--- src/rtl/dmem_arbiter.sv ---
// Two-requester data-memory arbiter. Requester A (CPU) and B (debug/DMA)
// share one data memory through a fixed three-cycle access:
// IDLE (accept) -> ACCESS (memory cycle) -> RESP (one-cycle response strobe).
// Ties are resolved round-robin. Illegal, misaligned and out-of-range
// accesses are rejected at acceptance and never write memory.
module dmem_arbiter #(
  parameter logic [31:0] ADDR_LIMIT = 32'h0000_0400
) (
  input  logic        cpu_clk,
  input  logic        rst,
  // requester A (CPU)
  input  logic        a_valid,
  output logic        a_ready,
  input  logic        a_we,
  input  logic [1:0]  a_func3,
  input  logic [31:0] a_adr,
  input  logic [31:0] a_wdata,
  output logic        a_rsp_valid,
  output logic [31:0] a_rdata,
  output logic        a_err,
  // requester B (debug/DMA)
  input  logic        b_valid,
  output logic        b_ready,
  input  logic        b_we,
  input  logic [1:0]  b_func3,
  input  logic [31:0] b_adr,
  input  logic [31:0] b_wdata,
  output logic        b_rsp_valid,
  output logic [31:0] b_rdata,
  output logic        b_err,
  // data memory
  output logic [31:0] mem_adr,
  output logic [31:0] mem_dataW,
  output logic        mem_MEMRW,
  output logic [1:0]  mem_func3,
  input  logic [31:0] mem_dataR
);

  typedef enum logic [1:0] {
    IDLE   = 2'd0,
    ACCESS = 2'd1,
    RESP   = 2'd2
  } state_t;

  typedef enum logic {
    REQ_A = 1'b0,
    REQ_B = 1'b1
  } req_id_t;

  state_t      state, state_nxt;
  req_id_t     last_grant;

  // Latched request, captured only on acceptance.
  req_id_t     req_id;
  logic        req_we;
  logic [1:0]  req_func3;
  logic [31:0] req_adr;
  logic [31:0] req_wdata;
  logic        req_err;

  // Response data captured at the end of ACCESS.
  logic [31:0] rsp_data;

  logic        grant_a, grant_b, accept;
  logic        sel_we;
  logic [1:0]  sel_func3;
  logic [31:0] sel_adr, sel_wdata;
  logic        sel_err;

  // Size/alignment/range legality of a request.
  function automatic logic access_err(input logic [1:0] func3, input logic [31:0] adr);
    logic bad_size;
    case (func3)
      2'b00:   bad_size = 1'b0;
      2'b01:   bad_size = adr[0];
      2'b10:   bad_size = |adr[1:0];
      default: bad_size = 1'b1;
    endcase
    return bad_size || (adr >= ADDR_LIMIT);
  endfunction

  // Round-robin winner selection; only granted while IDLE and out of reset.
  always_comb begin
    // NOTE: every signal written here gets a default first, so no path
    // through the block leaves a value held and no latch is inferred.
    grant_a = 1'b0;
    grant_b = 1'b0;
    if (state == IDLE && !rst) begin
      if (a_valid && b_valid) begin
        grant_a = (last_grant == REQ_B);
        grant_b = (last_grant == REQ_A);
      end else begin
        grant_a = a_valid;
        grant_b = b_valid;
      end
    end
  end

  assign accept    = grant_a | grant_b;
  assign sel_we    = grant_b ? b_we    : a_we;
  assign sel_func3 = grant_b ? b_func3 : a_func3;
  assign sel_adr   = grant_b ? b_adr   : a_adr;
  assign sel_wdata = grant_b ? b_wdata : a_wdata;
  assign sel_err   = access_err(sel_func3, sel_adr);

  // State register and last-grant pointer.
  always_ff @(posedge cpu_clk) begin
    // NOTE: state elements use non-blocking assignments so every flop sees
    // the pre-edge values of the others, regardless of statement order.
    if (rst) begin
      state      <= IDLE;
      last_grant <= REQ_B;
    end else begin
      state <= state_nxt;
      if (accept) last_grant <= grant_b ? REQ_B : REQ_A;
    end
  end

  // Capture the winning request; later input changes are ignored.
  always_ff @(posedge cpu_clk) begin
    if (rst) begin
      req_id    <= REQ_A;
      req_we    <= 1'b0;
      req_func3 <= 2'b00;
      req_adr   <= 32'd0;
      req_wdata <= 32'd0;
      req_err   <= 1'b0;
    end else if (accept) begin
      req_id    <= grant_b ? REQ_B : REQ_A;
      req_we    <= sel_we;
      req_func3 <= sel_func3;
      req_adr   <= sel_adr;
      req_wdata <= sel_wdata;
      req_err   <= sel_err;
    end
  end

  // Register load data at the end of ACCESS; stores and errors return zero.
  always_ff @(posedge cpu_clk) begin
    if (rst) begin
      rsp_data <= 32'd0;
    end else if (state == ACCESS) begin
      rsp_data <= (!req_we && !req_err) ? mem_dataR : 32'd0;
    end
  end

  // Next state plus memory-side and response-side outputs.
  always_comb begin
    state_nxt   = state;
    a_ready     = grant_a;
    b_ready     = grant_b;
    a_rsp_valid = 1'b0;
    a_rdata     = 32'd0;
    a_err       = 1'b0;
    b_rsp_valid = 1'b0;
    b_rdata     = 32'd0;
    b_err       = 1'b0;
    mem_adr     = 32'd0;
    mem_dataW   = 32'd0;
    mem_MEMRW   = 1'b0;
    mem_func3   = 2'b00;

    case (state)
      IDLE:    if (accept) state_nxt = ACCESS;
      ACCESS:  state_nxt = RESP;
      RESP:    state_nxt = IDLE;
      default: state_nxt = IDLE;
    endcase

    // Reset forces every output low, so a reset during ACCESS never writes.
    if (!rst) begin
      if (state == ACCESS) begin
        mem_adr   = req_adr;
        mem_dataW = req_wdata;
        mem_func3 = req_func3;
        mem_MEMRW = req_we && !req_err;
      end
      if (state == RESP) begin
        if (req_id == REQ_A) begin
          a_rsp_valid = 1'b1;
          a_rdata     = rsp_data;
          a_err       = req_err;
        end else begin
          b_rsp_valid = 1'b1;
          b_rdata     = rsp_data;
          b_err       = req_err;
        end
      end
    end
  end

endmodule
--- config.mk ---
export PLATFORM = sky130hd
export DESIGN_NAME = dmem_arbiter
export DESIGN_NICKNAME = d
export VERILOG_FILES = /design/src/rtl/dmem_arbiter.sv
export SDC_FILE = /design/constraint.sdc
export NUM_CORES = 1
export LEC_CHECK = 0
export CORE_ASPECT_RATIO = 0.5
export CORE_MARGIN = 4
export CORE_UTILIZATION = 42
export DETAILED_ROUTE_END_ITERATION = 10
export HOLD_SLACK_MARGIN = 0.08
export MAX_ROUTING_LAYER = met4
export PLACE_DENSITY = 0.95
export SYNTH_ARGS = -nofsm -noshare
export SYNTH_HDL_FRONTEND = slang
export SYNTH_SLANG_ARGS = --single-unit
--- constraint.sdc ---
create_clock -name cpu_clk -period 4.2 [get_ports cpu_clk]
set_input_delay 0.84 -clock cpu_clk [delete_from_list [all_inputs] [get_ports cpu_clk]]
set_output_delay 0.84 -clock cpu_clk [all_outputs]
set_load 0.05 [all_outputs]
After elaboration in Yosys (flattened, before gate mapping)
Index checks and enable logic that the tools add are counted.
{ "classes": {"muxes": 39, "magnitude_cmp": 1, "eq_ne": 5, "bitwise": 2, "n_reduce_logical": 11} }
{ "ops": {"columns": ["cell", "n"], "rows": [
  ["32-bit 2-to-1 mux", 13],
  ["32-bit by 11-bit greater-or-equal comparator with 1-bit output, second input constant", 1],
  ["1-bit 2-to-1 mux", 20],
  ["2-bit 2-to-1 mux", 4],
  ["2-bit by 1-bit == test with 1-bit output, second input constant", 2],
  ["2-bit == test, second input constant", 2],
  ["1-bit logical AND", 4],
  ["2-bit logical NOT", 2],
  ["2-bit one-hot mux with 2 select lines", 1],
  ["1-bit logical NOT", 3],
  ["1-bit one-hot mux with 3 select lines", 1],
  ["2-bit inequality test, second input constant", 1],
  ["2-bit OR reduction", 1],
  ["1-bit logical OR", 1],
  ["1-bit inverter", 1],
  ["1-bit bitwise OR", 1]
]} }
{ "totals": {"register_bits": 104} }

Longest topological paths before layout
Gate-level depths: netlist of the first run.
{ "depth": {"word_depth": 7, "mapped_depth": 8} }

Worst setup path before layout of the first run
No wires, ideal clock.
{ "synth_path": {"path_kind": "input port to output port", "start": "in rst", "end": "out mem_MEMRW", "cell_stages": 3, "arrival_ps": 2842, "path_buffers": 2, "path_slack_ps": 518, "path_cell_list": "buf_2 > clkbuf_1 > nor4b_1"} }
{ "synth_via": {"elab_chain_cells": 1} }
{ "synth_rtl": {"columns": ["item", "line", "source"], "rows": [
  ["start, declared", "10", "input logic rst,"],
  ["1-bit 2-to-1 mux", "171", "if (!rst) begin"],
  ["end, declared", "34", "output logic mem_MEMRW,"]
]} }
Every way passes these cells.

Worst setup path in the final report of the first run
{ "layout_path": {"start": "in rst", "end": "out a_rdata[21]"} }
{ "layout_via": {"elab_chain_cells": 1} }
{ "layout_rtl": {"columns": ["item", "line", "source"], "rows": [
  ["32-bit 2-to-1 mux", "171", null],
  ["end, declared", "19", "output logic [31:0] a_rdata,"]
]} }
Every way passes these cells.

==> results.md, run 1 <==
- Residual DRC count: 0
- HP Class: reg -> reg
- Post-layout min period: 3.55 ns
- Worst-Margin Slew: 1.21 ns
- Synth area leaders: dfxtp_1, and2_1, a311oi_2, nor2_1, nand2_1
- Layout cells sized above 1: 21.5%
- Port buffer count: 306
- Die W: 170 µm
- Final worst slack: 0.654 ns
- Register area share after synthesis: 37.9%
- Synth cell types: 35
- Final hold viol count: 0
- Crit-path slowest cell: clkdlybuf4s50_1
- Nets@finish: 1,083
- Synth Register Bits: 104
- Grt ovf: 0
- Synthesized instance count: 648
- Crit Path Category: in -> out
- CTS root buffer: clkbuf_16
- Pwr Density: 280 nW/µm²
- Worst vdd ir: 0.278 mV
- Ports: 307
- Status: completed
- WP buf/inv: 2
- Vias in the first global route: 5,567
- Die ar.: 15,100 µm²
- Chip height: 88.8 µm
- Clk sinks: 104
- Number of synthesis warnings: 0
- Initial antenna violation count: 0
- CTS tree: done
- Worst slack, placed: 0.666 ns
- DR vias/cell: 5.19
- EDFF count, synth: 0
- Worst endpoint required time: 3.36 ns
- Post-synth ARST share: 0%
- Core area: 12,700 µm²
- Post-DR wirelength/cell: 17.7 µm
- DP Wirelength: 14,500 µm
- Ant. Diodes: 0
- Layout Utilization: 73.7%
- Worst skew pair latency: 0.34 ns
- Setup_tns: 0 ns
- Post-CTS Hold Buffers: 0
- First-pass GRT wire length: 28,900 µm
- Netlist Area Pre-Place: 5490 µm²
- Reg2reg end: rsp_data[16]
- Crit-path leading delay family: buffers and inverters
- RR Startpoint: state[0]
- Max-slew violations: 0
- Vias: 5,643
- Flop2flop setup slack: 1.73 ns
- Gpl congestion: 0.847
- Normalized max-slew margin: 18.9%
- DRT iter0 DRCs: 347
- Layout area overhead: 70.9%
- Unrepaired setup endpoints after global routing: false
- Max H-tree Level: 3
- Final ANT Viol Nets: 0
- Synth Flop Type: dfxtp_1
- Syn nets: 818
- Largest net degree at the start of global routing: 138
- Overall global routing resource usage: 24.9%
- Crit end category: primary output
- Reg clk slew, reported paths: 0.07 ns
- R2r worst-path depth: 5
- First-pass iteration count of the detailed router: 4
- Routed wire length: 19,200 µm
- Cells traversed along the worst timing path: buf_4 > nor4b_4 > and2_1 > clkdlybuf4s50_1
- Worst Path Arrival: 2.71 ns
- Area leader, netlist: dfxtp_1
- Fmax: 282 MHz
- Worst path depth: 4
- Post-cts sizing count: 0
- CP peak stage delay: 0.81 ns
- Postcts setup bufs: 0
- Final setup fails: 0
- Number of buffers created by CTS: 9
- Final Cycle Share: 84.4%
- Source of the critical timing path: rst
- Leakage Power: 3.78 nW
- Fin Clk Skew: 0.00870 ns
- Rows: 29
- Initial Util: 43.1%
- Crit path capture: a_rdata[21]
- CTS max path bufs: 2
- Max-Cap Viols: 0
- Critical path peak fanout: 21
- Critical Path Start Type: input port
- Synth Area per Inst: 8.47 µm²
- Post-synth top area share: 37.9%
## power breakdown
part	internal, mW	switching, mW	total [mW]
clock	0.522	0.378	0.900
sequential	1.07	0.0463	1.11
combinational	0.308	0.307	0.615
## how the worst min path moves through the flow
stage                     cells past startpoint         from  slack, ns           to
after detailed placement                      2  req_adr[14]       0.49  req_adr[14]
after floorplan                               2       req_id       0.47       req_id
after CTS                                     2  req_adr[14]       0.50  req_adr[14]
after global placement                        2  req_adr[29]       0.48  req_adr[29]
after global routing                          2  req_adr[12]       0.52  req_adr[12]
final                                         2  req_adr[26]       0.50  req_adr[26]
## flip-flops by register name (all words and copies together), names as in the netlist
name        count
last_grant      1
req_adr        32
req_err         1
req_func3       2
req_id          1
req_wdata      32
req_we          1
rsp_data       32
state           2
## cells in the final DEF, fill, tap and decap left out, types with 2 or more instances in the layout
cell	count
a211oi_1	25
a21oi_1	4
a22oi_1	32
a311oi_1	3
a311oi_2	39
and2_1	132
buf_12	67
buf_4	67
bufinv_16	2
clkbuf_16	9
clkdlybuf4s50_1	179
clkinv_2	2
clkinvlp_4	3
dfxtp_1	104
mux2i_1	25
nand2_1	85
nand2b_1	3
nand4_1	2
nor2_1	103
nor3_1	6
nor4_1	7
o21ai_1	2
o21bai_1	2
or4_1	2
## tightest hold or removal path: stages, from the launching register on
cell and delay (ns):
dfxtp_1 0.31, nor2_1 0.09, a211oi_1 0.05
## stage by stage
step                      power [mW]  cell area (µm²)  std cells  hold slack, ns
after floorplan                 1.45             5490        648           0.469
after global placement          1.72             9060       1072           0.481
after detailed placement        1.74             9060       1072           0.488
after CTS                       2.64             9380       1088           0.498
after global routing            2.75             9380       1088           0.522
final                           2.63             9380       1088           0.496
## cells by family (layout without fill, tap and decap cells)
family	after synthesis	after routing	synth area share [%]
flops	104	104	37.9
compound gates	109	109	20.0
mux	25	25	4.56
buf+inv	60	330	5.77
simple gates	350	350	31.7
## routing by layer
| layer | part of all wire, % | track usage (%) | up-vias |
|---|---|---|---|
| met1 | 37 | 26.8 | 2616 |
| met3 | 5.8 | 5.13 | 44 |
| li1 | - | - | 2771 |
| met2 | 54 | 46.2 | 212 |
| met5 | 0 | - | - |
| met4 | 3.4 | 8.55 | 0 |
## synth_stat cells, types with 3 or more instances
| cell | count |
|---|---|
| a211oi_1 | 25 |
| a21oi_1 | 4 |
| a22oi_1 | 32 |
| a311oi_1 | 3 |
| a311oi_2 | 39 |
| and2_1 | 132 |
| buf_1 | 4 |
| buf_2 | 21 |
| buf_4 | 4 |
| buf_6 | 6 |
| clkbuf_1 | 21 |
| clkbuf_2 | 3 |
| dfxtp_1 | 104 |
| mux2i_1 | 25 |
| nand2_1 | 85 |
| nand2b_1 | 3 |
| nor2_1 | 103 |
| nor3_1 | 6 |
| nor4_1 | 7 |
## layout make-up
type                       count  area [µm²]
timing repair buffer         313        3640
fill                         916        3350
multi-input combinational    484        3130
sequential                   104        2080
clock buffer                   9         225
tap                          170         213
clock inverter                 7        96.3
inverter                       1        5.00
No activity file was read; power rests on OpenSTA's default activity.
==> run 2, diff against run 1 <==
--- a/config.mk
+++ b/config.mk
@@ -7,11 +7,11 @@
 export LEC_CHECK = 0
 export CORE_ASPECT_RATIO = 0.5
 export CORE_MARGIN = 4
-export CORE_UTILIZATION = 42
+export CORE_UTILIZATION = 39
 export DETAILED_ROUTE_END_ITERATION = 10
 export HOLD_SLACK_MARGIN = 0.08
 export MAX_ROUTING_LAYER = met4
-export PLACE_DENSITY = 0.95
+export PLACE_DENSITY = 0.89
 export SYNTH_ARGS = -nofsm -noshare
 export SYNTH_HDL_FRONTEND = slang
 export SYNTH_SLANG_ARGS = --single-unit
==> constraint.sdc (replaced) <==
create_clock -name cpu_clk -period 3.4 [get_ports cpu_clk]
set_input_delay 0.68 -clock cpu_clk [delete_from_list [all_inputs] [get_ports cpu_clk]]
set_output_delay 0.68 -clock cpu_clk [all_outputs]
set_load 0.05 [all_outputs]
==> run 2 against run 1 <==
Net effect: flip-flop and latch count unchanged; first-iteration DRC count down 13%; sequential share of layout area down 1.7 points; design area up 8.4%; sequential power up 23%; combinational power up 27%; critical path depth unchanged; power up 20%; register-to-register slack worse by 0.60 ns; critical endpoint is now a_ready; largest cell class unchanged; highest routed layer unchanged.
==> results.md, run 2 (same netlist as run 1, synthesis figures left out) <==
- Status: completed
- Crit-path slowest cell: clkdlybuf4s50_1
- Worst-Margin Slew: 0.826 ns
- Registers with the most flip-flops: req_adr: 32 flops, req_wdata: 32 flops, rsp_data: 32 flops
- Net Sw Power: 0.925 mW
- Crit Path Category: in -> out
- Post-layout min period: 2.93 ns
- Reg clk slew, reported paths: 0.07 ns
- Max-Cap Viols: 0
- Combinational Power Share: 24.9%
- Clk pwr share: 31.5%
- Worst Path Arrival: 2.25 ns
- Max H-tree Level: 3
- Postcts setup bufs: 0
- Die W: 176 µm
- Sw Share: 29.5%
- RR Startpoint: state[0]
- Commonest non-fill, non-tap cell in the layout: clkdlybuf4s50_1
- Worst hold slack: 0.501 ns
- Initial Util: 40.2%
- Flop2flop setup slack: 1.13 ns
- CTS max path bufs: 2
- Pwr Density: 309 nW/µm²
- Normalized max-slew margin: 45.0%
- Crit-path leading delay family: buffers and inverters
- Max-slew violations: 0
- Final worst slack: 0.470 ns
- Gpl congestion: 0.945
- Commonest non-fill, non-tap cells in the layout: clkdlybuf4s50_1, and2_1, buf_12
- DR vias/cell: 5.21
- Ports: 307
- Ant. Diodes: 0
- Critical path peak fanout: 4
- Chip height: 91.9 µm
- Vias in the first global route: 5,861
- Fin Clk Skew: 0.00990 ns
- CP peak stage delay: 0.80 ns
- First-pass iteration count of the detailed router: 5
- Routed wire length: 20,000 µm
- Clk sinks: 104
- Fmax: 341 MHz
- Grt ovf: 0
- Unrepaired setup endpoints after global routing: false
- Final hold viol count: 0
- Residual DRC count: 0
- R2r worst-path depth: 6
- Reg2reg end: req_wdata[23]
- HP Class: reg -> reg
- Critical Path Start Type: input port
- Rows: 30
- CTS tree: done
- Final ANT Viol Nets: 0
- Largest net degree at the start of global routing: 66
- Worst path depth: 4
- DP Wirelength: 15,700 µm
- Leakage Power: 3.99 nW
- Worst vdd ir: 0.215 mV
- Crit end category: primary output
- Crit path capture: a_ready
- Final Cycle Share: 86.2%
- Worst endpoint required time: 2.72 ns
- Source of the critical timing path: b_valid
- Design Power: 3.14 mW
- Post-CTS Hold Buffers: 0
- Overall global routing resource usage: 24.1%
- Setup_tns: 0 ns
- CTS root buffer: clkbuf_16
- Worst skew pair latency: 0.34 ns
- Worst slack, placed: 0.469 ns
- Final setup fails: 0
- Internal power: 2.21 mW
- Cells traversed along the worst timing path: clkdlybuf4s50_1 > nand2b_1 > and3_1 > clkdlybuf4s50_1
- Number of buffers created by CTS: 9
- Reg power frac: 43.6%
- Layout cells sized above 1: 23.0%
- Vias: 5,812
- WP buf/inv: 2
- Most common cell type on the critical path: clkdlybuf4s50_1
- First-pass GRT wire length: 30,400 µm
- Post-cts sizing count: 0
- DRT iter0 DRCs: 301
- Core area: 13,700 µm²
- Post-DR wirelength/cell: 17.9 µm
- Port buffer count: 306
- Nets@finish: 1,088
- Layout area overhead: 85.2%
- Initial antenna violation count: 0
- Die ar.: 16,200 µm²
==> run 2: cell types whose count changed in the layout (fill, tap and decap cells not counted), sizes merged <==
cell and change:
clkinvlp -3, clkdlybuf4s50 -10, buf +15, clkinv +3, bufinv -2, inv +2
==> run 2: how the worst min path moves through the flow <==
| stage | from | endpoint | slack, ns | cells past startpoint |
|---|---|---|---|---|
| after CTS | req_adr[25] | req_adr[25] | 0.50 | 2 |
| after global placement | req_adr[28] | req_adr[28] | 0.48 | 2 |
| final | req_adr[1] | req_adr[1] | 0.50 | 2 |
| after detailed placement | req_adr[25] | req_adr[25] | 0.49 | 2 |
| after global routing | req_adr[25] | req_adr[25] | 0.53 | 2 |
| after floorplan | req_id | req_id | 0.47 | 2 |
==> run 2: per-layer routing <==
layer	vias up	wire length, µm	global-route usage [%]	share of wire [%]
met3	67	1140	5.27	5.7
li1	2763	-	-	-
met1	2748	7260	25.0	36
met5	-	0	-	0
met4	0	1000	10.5	5.0
met2	234	10500	44.5	53
==> run 2: power by group through the flow <==
stage | sequential (mW) | clock (mW) | combinational [mW]
2_1_floorplan | 1.38 | 0 | 0.417
3_3_place_gp | 1.39 | 0 | 0.754
3_5_place_dp | 1.40 | 0 | 0.781
4_1_cts | 1.37 | 1.01 | 0.785
5_1_grt | 1.38 | 1.07 | 0.836
6_report | 1.37 | 0.988 | 0.782
==> run 2: stage by stage <==
stage,utilization [%],std cells,area (µm²)
floorplan,-,648,5490
global placement,72.4,1099,9890
detailed placement,72.4,1099,9890
CTS,74.4,1115,10200
global route,74.4,1115,10200
finish,74.4,1115,10200
==> run 2: layout make-up <==
class                   instances  area, µm²
clock inverters                 7       53.8
fillers                       924       3490
flip-flops and latches        104       2080
inverters                       1       5.00
multi-input cells             484       3130
repair buffers                318       4440
well taps                     192        240
clock buffers                   9        225
==> run 2: worst min-delay path: stages, from the launching register on <==
cell and delay (ns):
dfxtp_1 0.31, nor2_1 0.09, a211oi_1 0.05
